**src/rtl/scoreboard_hazard_unit_pkg.sv**
```systemverilog
// Shared constants for the ID-stage scoreboard / hazard unit.
//   SB_REG_AW  : default register address width (32 architectural registers)
//   SB_MAX_LAT : default longest EX latency, issue to result on the bypass network
//   SB_LAT_W   : default width of latency fields and per-register countdowns
//   LAT_ALU/LAT_MUL/LAT_DIV : latency codes the decoder attaches to each EX class
package scoreboard_hazard_unit_pkg;

    localparam int SB_REG_AW  = 5;
    localparam int SB_MAX_LAT = 8;
    localparam int SB_LAT_W   = 4;

    localparam logic [SB_LAT_W-1:0] LAT_ALU = 4'd1;
    localparam logic [SB_LAT_W-1:0] LAT_MUL = 4'd4;
    localparam logic [SB_LAT_W-1:0] LAT_DIV = 4'd8;

endpackage

```
**src/rtl/scoreboard_hazard_unit_wb_slot_reserve.sv**
```systemverilog
// Write-port slot reservation for the single register-file write port.
// Bit k of the reservation vector means a result lands on the bypass network
// k cycles from now. The vector shifts toward index 1 every cycle.
// Ports:
//   clock, reset : core clock, synchronous active-low reset
//   set_en       : an instruction with effective latency set_lat issues now
//   set_lat      : effective latency (1..MAX_LAT) of the issuing instruction
//   query_lat    : effective latency of the instruction currently in ID
//   query_hit    : a completion is already booked query_lat cycles from now
module scoreboard_hazard_unit_wb_slot_reserve
    import scoreboard_hazard_unit_pkg::*;
#(
    parameter int MAX_LAT = SB_MAX_LAT,
    parameter int LAT_W   = SB_LAT_W
) (
    input  logic             clock,
    input  logic             reset,
    input  logic             set_en,
    input  logic [LAT_W-1:0] set_lat,
    input  logic [LAT_W-1:0] query_lat,
    output logic             query_hit
);

    logic [MAX_LAT:1] resv_r;
    logic [MAX_LAT:1] resv_next_s;

    // Shift toward completion and book the new result. After the shift an
    // instruction of latency L is L-1 cycles away, so it lands in slot L-1;
    // L==1 completes next cycle and needs no booking ahead.
    always_comb begin
        resv_next_s = {MAX_LAT{1'b0}};
        for (int k = 1; k < MAX_LAT; k++) begin
            resv_next_s[k] = resv_r[k+1] | (set_en & (set_lat == LAT_W'(k + 1)));
        end
        resv_next_s[MAX_LAT] = 1'b0;
    end

    // Look up the slot the ID-stage instruction would complete in.
    always_comb begin
        query_hit = 1'b0;
        for (int k = 1; k <= MAX_LAT; k++) begin
            query_hit = query_hit | (resv_r[k] & (query_lat == LAT_W'(k)));
        end
    end

    // Reservation register.
    always_ff @(posedge clock) begin
        if (!reset) begin
            resv_r <= {MAX_LAT{1'b0}};
        end else begin
            resv_r <= resv_next_s;
        end
    end

endmodule

```
**src/rtl/scoreboard_hazard_unit.sv**
```systemverilog
// ID-stage scoreboard and hazard unit for the pipelined MIPS core with
// variable-latency EX units. Keeps a busy flag and a countdown to "result on
// bypass network" per architectural register, and stalls ID on RAW, WAW and
// write-port (structural) hazards. All decisions use registered state only;
// a writeback in the same cycle does not release a stall until next cycle.
// Ports:
//   clock, reset            : core clock, synchronous active-low reset
//   id_valid, id_flush      : instruction present in ID / squash it
//   id_rs, id_rt, *_used    : source registers and whether they are read
//   id_wr_en, id_rd, id_lat : destination write, register and EX latency
//   wb_en, wb_rd            : writeback retiring a pending entry
//   stall                   : hold ID and inject an ID/EX bubble
//   PC_write, IFID_write    : front-end write enables (~stall)
//   issue_ok                : instruction leaves ID this cycle
//   rs_bypass, rt_bypass    : operand must come from the bypass network
module scoreboard_hazard_unit
    import scoreboard_hazard_unit_pkg::*;
#(
    parameter int REG_AW  = SB_REG_AW,
    parameter int MAX_LAT = SB_MAX_LAT,
    parameter int LAT_W   = SB_LAT_W
) (
    input  logic              clock,
    input  logic              reset,
    input  logic              id_valid,
    input  logic [REG_AW-1:0] id_rs,
    input  logic [REG_AW-1:0] id_rt,
    input  logic              id_rs_used,
    input  logic              id_rt_used,
    input  logic              id_wr_en,
    input  logic [REG_AW-1:0] id_rd,
    input  logic [LAT_W-1:0]  id_lat,
    input  logic              id_flush,
    input  logic              wb_en,
    input  logic [REG_AW-1:0] wb_rd,
    output logic              stall,
    output logic              PC_write,
    output logic              IFID_write,
    output logic              issue_ok,
    output logic              rs_bypass,
    output logic              rt_bypass
);

    localparam int NUM_REGS = 1 << REG_AW;

    // Latency 0 is treated as a single-cycle op; anything beyond the longest
    // unit is capped so countdowns and slot indices stay in range.
    function automatic logic [LAT_W-1:0] clamp_lat(input logic [LAT_W-1:0] lat);
        logic [LAT_W-1:0] res;
        if (lat == {LAT_W{1'b0}}) begin
            res = LAT_W'(1);
        end else if (lat > LAT_W'(MAX_LAT)) begin
            res = LAT_W'(MAX_LAT);
        end else begin
            res = lat;
        end
        return res;
    endfunction

    logic [NUM_REGS-1:0] busy_r;
    logic [NUM_REGS-1:0] busy_next_s;
    logic [LAT_W-1:0]    cnt_r      [NUM_REGS];
    logic [LAT_W-1:0]    cnt_next_s [NUM_REGS];

    logic [LAT_W-1:0] eff_lat_s;
    logic             rs_chk_s;
    logic             rt_chk_s;
    logic             raw_s;
    logic             waw_s;
    logic             struct_s;
    logic             slot_hit_s;
    logic             stall_s;
    logic             issue_s;
    logic             alloc_s;
    logic             rs_byp_s;
    logic             rt_byp_s;

    // Hazard detection from registered scoreboard state.
    always_comb begin
        eff_lat_s = clamp_lat(id_lat);
        rs_chk_s  = id_rs_used && (id_rs != REG_AW'(0)) && busy_r[id_rs];
        rt_chk_s  = id_rt_used && (id_rt != REG_AW'(0)) && busy_r[id_rt];
        // A busy source whose countdown reached zero is on the bypass network.
        rs_byp_s  = rs_chk_s && (cnt_r[id_rs] == {LAT_W{1'b0}});
        rt_byp_s  = rt_chk_s && (cnt_r[id_rt] == {LAT_W{1'b0}});
        raw_s     = (rs_chk_s && (cnt_r[id_rs] != {LAT_W{1'b0}})) ||
                    (rt_chk_s && (cnt_r[id_rt] != {LAT_W{1'b0}}));
        // Younger write must not complete before or with the older one.
        waw_s     = id_wr_en && (id_rd != REG_AW'(0)) && busy_r[id_rd] &&
                    (cnt_r[id_rd] >= eff_lat_s);
        struct_s  = id_wr_en && slot_hit_s;
        stall_s   = id_valid && !id_flush && (raw_s || waw_s || struct_s);
        issue_s   = id_valid && !id_flush && !stall_s;
        alloc_s   = issue_s && id_wr_en && (id_rd != REG_AW'(0));
    end

    // Per-register next state: allocation beats a same-cycle writeback,
    // writeback clears, otherwise the countdown runs toward zero.
    always_comb begin
        busy_next_s = busy_r;
        cnt_next_s  = cnt_r;
        for (int r = 0; r < NUM_REGS; r++) begin
            if (r == 0) begin
                busy_next_s[r] = 1'b0;
                cnt_next_s[r]  = {LAT_W{1'b0}};
            end else if (alloc_s && (id_rd == REG_AW'(r))) begin
                busy_next_s[r] = 1'b1;
                cnt_next_s[r]  = eff_lat_s - LAT_W'(1);
            end else if (wb_en && (wb_rd == REG_AW'(r))) begin
                busy_next_s[r] = 1'b0;
                cnt_next_s[r]  = {LAT_W{1'b0}};
            end else if (cnt_r[r] != {LAT_W{1'b0}}) begin
                busy_next_s[r] = busy_r[r];
                cnt_next_s[r]  = cnt_r[r] - LAT_W'(1);
            end else begin
                busy_next_s[r] = busy_r[r];
                cnt_next_s[r]  = cnt_r[r];
            end
        end
    end

    // Scoreboard registers.
    always_ff @(posedge clock) begin
        if (!reset) begin
            busy_r <= {NUM_REGS{1'b0}};
            for (int r = 0; r < NUM_REGS; r++) begin
                cnt_r[r] <= {LAT_W{1'b0}};
            end
        end else begin
            busy_r <= busy_next_s;
            cnt_r  <= cnt_next_s;
        end
    end

    scoreboard_hazard_unit_wb_slot_reserve #(
        .MAX_LAT (MAX_LAT),
        .LAT_W   (LAT_W)
    ) u_slot (
        .clock     (clock),
        .reset     (reset),
        .set_en    (alloc_s),
        .set_lat   (eff_lat_s),
        .query_lat (eff_lat_s),
        .query_hit (slot_hit_s)
    );

    assign stall      = stall_s;
    assign PC_write   = ~stall_s;
    assign IFID_write = ~stall_s;
    assign issue_ok   = issue_s;
    assign rs_bypass  = rs_byp_s;
    assign rt_bypass  = rt_byp_s;

endmodule

```
**config.mk**
```make
export PLATFORM = sky130hd
export DESIGN_NAME = scoreboard_hazard_unit
export DESIGN_NICKNAME = d
export VERILOG_FILES = /design/src/rtl/scoreboard_hazard_unit_pkg.sv /design/src/rtl/scoreboard_hazard_unit_wb_slot_reserve.sv /design/src/rtl/scoreboard_hazard_unit.sv
export SDC_FILE = /design/constraint.sdc
export NUM_CORES = 1
export LEC_CHECK = 0
export BUFFER_PORTS_ARGS = -buffer_cell sky130_fd_sc_hd__buf_4
export CAP_MARGIN = 10
export CORE_UTILIZATION = 40
export DETAILED_ROUTE_END_ITERATION = 10
export PLACE_DENSITY = 0.52
export SKIP_LAST_GASP = 1
export SLEW_MARGIN = 20
export SYNTH_ARGS = -nofsm -noshare
export SYNTH_HDL_FRONTEND = slang
export SYNTH_SLANG_ARGS = --single-unit
```
**constraint.sdc**
```tcl
create_clock -name clock -period 6.3 [get_ports clock]
set_input_delay 1.26 -clock clock [delete_from_list [all_inputs] [get_ports clock]]
set_output_delay 1.26 -clock clock [all_outputs]
set_load 0.02 [all_outputs]
```
==> flow_summary.ini <==
[placement]
port_buffers = 37
dp_hpwl_um = 27590
gp_congestion = 0.8967
place_area_um2 = 12380

[synthesis]
synthTopCellsByArea = dfxtp_1 28%, mux4_2 12%, mux2i_1 10%, nand2_1 6.1%, ha_1 5.8%
yosysWarnings = 0
synth_top_area_share_pct = 27.53
synth.distinct_cells = 66
syn_avg_cell_area_um2 = 9.068
yosysSeqAreaShare_pct = 27.53
synth.largest_area_cell = dfxtp_1
synth_nets = 1386
syn_inst = 1299
mappedNetlistArea_um2 = 11780
ys_seq_elements = 162
synth-edff-count = 0
synthFlopType = dfxtp_1
async_flop_share_pct = 0

[grt]
gr-usage-all-layers_pct = 24.51
grt_max_degree = 73
grt_pass1_vias = 9315
antenna_found_initial = 0
grt_pass1_wl_um = 56300
overflow = 0

[clock_tree]
path_clk_slew_ps = 70
clk-insertion-delay-late_ps = 450
clockRootBuffer = clkbuf_16
hold_buffers = 0
clk_path_buf_depth = 2
cts_tree = built
post_cts_buffers = 0
htree_levels = 4
clkSinkCount = 162
cts_resized = 0
cts_buffers = 17

[floorplan]
die_y_um = 173.6
core-area_um2 = 28860
pin_count = 38
start_util_pct = 40.82
num_rows = 62
die_w_um = 173.6
die_area_um2 = 30140

[setup_path]
path_cells = buf_4 -> buf_4 -> mux4_2 -> mux4_2 -> mux2i_1 -> ha_1 -> nand2b_1 -> a21o_1 -> a21o_1 -> a21oi_1 -> o41ai_2 -> nand2_1 -> nand2_1 -> and2_1 -> buf_4
crit_buf_inv = 3
slowest_stage = mux4_2
r2r_slack_ps = 2150
slowest_delay_ps = 520
path_class = in -> out
crit_required_ps = 5040
crit_family = multiplexers
worstSetupEndpointType = primary output
startpoint_type = input port
critPathMaxFanout = 30
cp.arrival_ps = 4740
critPathMostFrequentCell = buf_4

[layout]
finalInstanceArea_um2 = 12980
final_nets = 1392
final_core_util_pct = 44.98
syn2layout_area_growth_pct = 10.20
drive_gt1_share_pct = 13.35
fill_cells = 2870
final_cell_mix = 192 x nand2_1, 162 x dfxtp_1, 121 x mux2i_1
diodes = 0
final_common_cell = nand2_1

[timing]
hold_viol_final = 0
setup_viol = 0
skew_ps = 14.90
tns_ps = 0
rsz0062_at_grt = false
max_freq_ghz = 0.1666
slew_headroom_pct = 38.26
min_period_ps = 6002
fin_crit_sh_pct = 95.27
drv_slew = 0
worst_slew_pin_slew_ps = 919.0

[pwr]
irDropWorstVdd_mv = 0.3002
p_sw_mw = 2.208
power.density_nw_per_um2 = 414.7
p_leak_nw = 5.418
p_comb_share_pct = 45.4
switching_share_pct = 41.01
intPower_mw = 3.176
p_clk_share_pct = 20.3
power_frac_seq_pct = 34.2

[drt]
vias = 10000
viasPerCell = 5.875
drc = 0
wl_um = 36350
drtIter0Drc = 892
drtAntennaViolNets = 0
dr.pass1.iters = 5
wire_per_inst_um = 21.36

[run]
drv_cap = 0

[outcome]
outcome = complete, no violations

[hold_path]
hold_class = reg -> reg
[cell type report]
class / instances / area, µm² / area share [%]
timing repair buffer: 52 / 402.9 / 3.104
multi-input combinational: 1001 / 7993 / 61.58
inverter: 71 / 266.5 / 2.053
sequential: 162 / 3243 / 24.99
clock inverter: 12 / 157.7 / 1.215
tap: 384 / 480.5 / 3.702
clock buffer: 20 / 436.7 / 3.364
[synth_stat cells, types with 16 or more instances]
library cell / instances
a21o_1: 18
a21oi_1: 20
and2_1: 48
and3_1: 22
buf_2: 21
clkbuf_1: 35
dfxtp_1: 162
ha_1: 55
inv_1: 71
mux2i_1: 121
mux4_2: 64
nand2_1: 192
nand3_1: 25
nand4_1: 18
nor2_1: 54
nor2b_1: 23
nor3_1: 41
nor4_1: 24
o211ai_1: 39
or3_1: 28
xnor2_1: 31
xor2_1: 16
[routing by layer]
metal / up-vias / wire length, µm / GRT usage, %
li1: 4729 / - / -
met1: 4879 / 17430 / 35.61
met2: 350 / 15470 / 35.79
met3: 42 / 2773 / 5.943
met4: 0 / 671 / 7.018
met5: - / 0 / 0
[through the flow]
stage	setup slack, ps	hold WS (ps)	total power, mW	cells
2_1_floorplan	269.3	447.2	3.664	1299
3_5_place_dp	155.2	480.2	4.260	1670
3_3_place_gp	226.6	466.3	4.230	1670
5_1_grt	101.5	519.2	5.802	1702
4_1_cts	124.7	490.5	5.370	1702
6_report	298.1	493.6	5.383	1702
[worst paths after layout]
check                                               end  cells past startpoint                     from
worst max-delay path                              stall                     15                 id_rd[0]
worst min-delay path            busy_r[14]$_SDFFE_PN0P_                      2  busy_r[14]$_SDFFE_PN0P_
worst max register to register   cnt_r[36]$_SDFFE_PN0P_                     12   cnt_r[49]$_SDFFE_PN0P_
worst min register to register  busy_r[14]$_SDFFE_PN0P_                      2  busy_r[14]$_SDFFE_PN0P_
[state kept, by name (all words and copies together) (netlist names)]
| register | count |
|---|---|
| cnt_r | 124 |
| busy_r | 31 |
| u_slot.resv_r | 7 |
[power by group through the flow]
stage          sequential, mW  combinational [mW]  clock, mW
4_1_cts                  1.82                2.44       1.11
3_5_place_dp             1.84                2.42          0
6_report                 1.84                2.45       1.09
3_3_place_gp             1.86                2.37          0
5_1_grt                  1.88                2.76       1.16
2_1_floorplan            1.63                2.04          0
[worst reg2reg max path: stages, from the launching register on]
cell and delay [ps]:
dfxtp_1 390, mux4_2 510, mux4_2 500, mux2_2 290
ha_1 280, a21o_1 160, a21o_1 170, a21oi_1 260
o41ai_2 180, or2_1 290, buf_4 240, nor4_4 550
mux2i_1 240
[cells by family (layout without fill, tap and decap cells)]
| kind of cell | Yosys count | count (layout) | synth area share, % |
|---|---|---|---|
| AOI/OAI and AO/OA | 169 | 169 | 10.69 |
| muxes | 198 | 198 | 23.76 |
| DFF | 162 | 162 | 27.53 |
| xor gates and xnor gates | 47 | 47 | 3.495 |
| and+or+nand+nor | 532 | 532 | 23.93 |
| adders and majority gates | 55 | 55 | 5.842 |
| buffers and inverters | 136 | 155 | 4.748 |
Note: power is estimated with default switching activity, not from simulation.
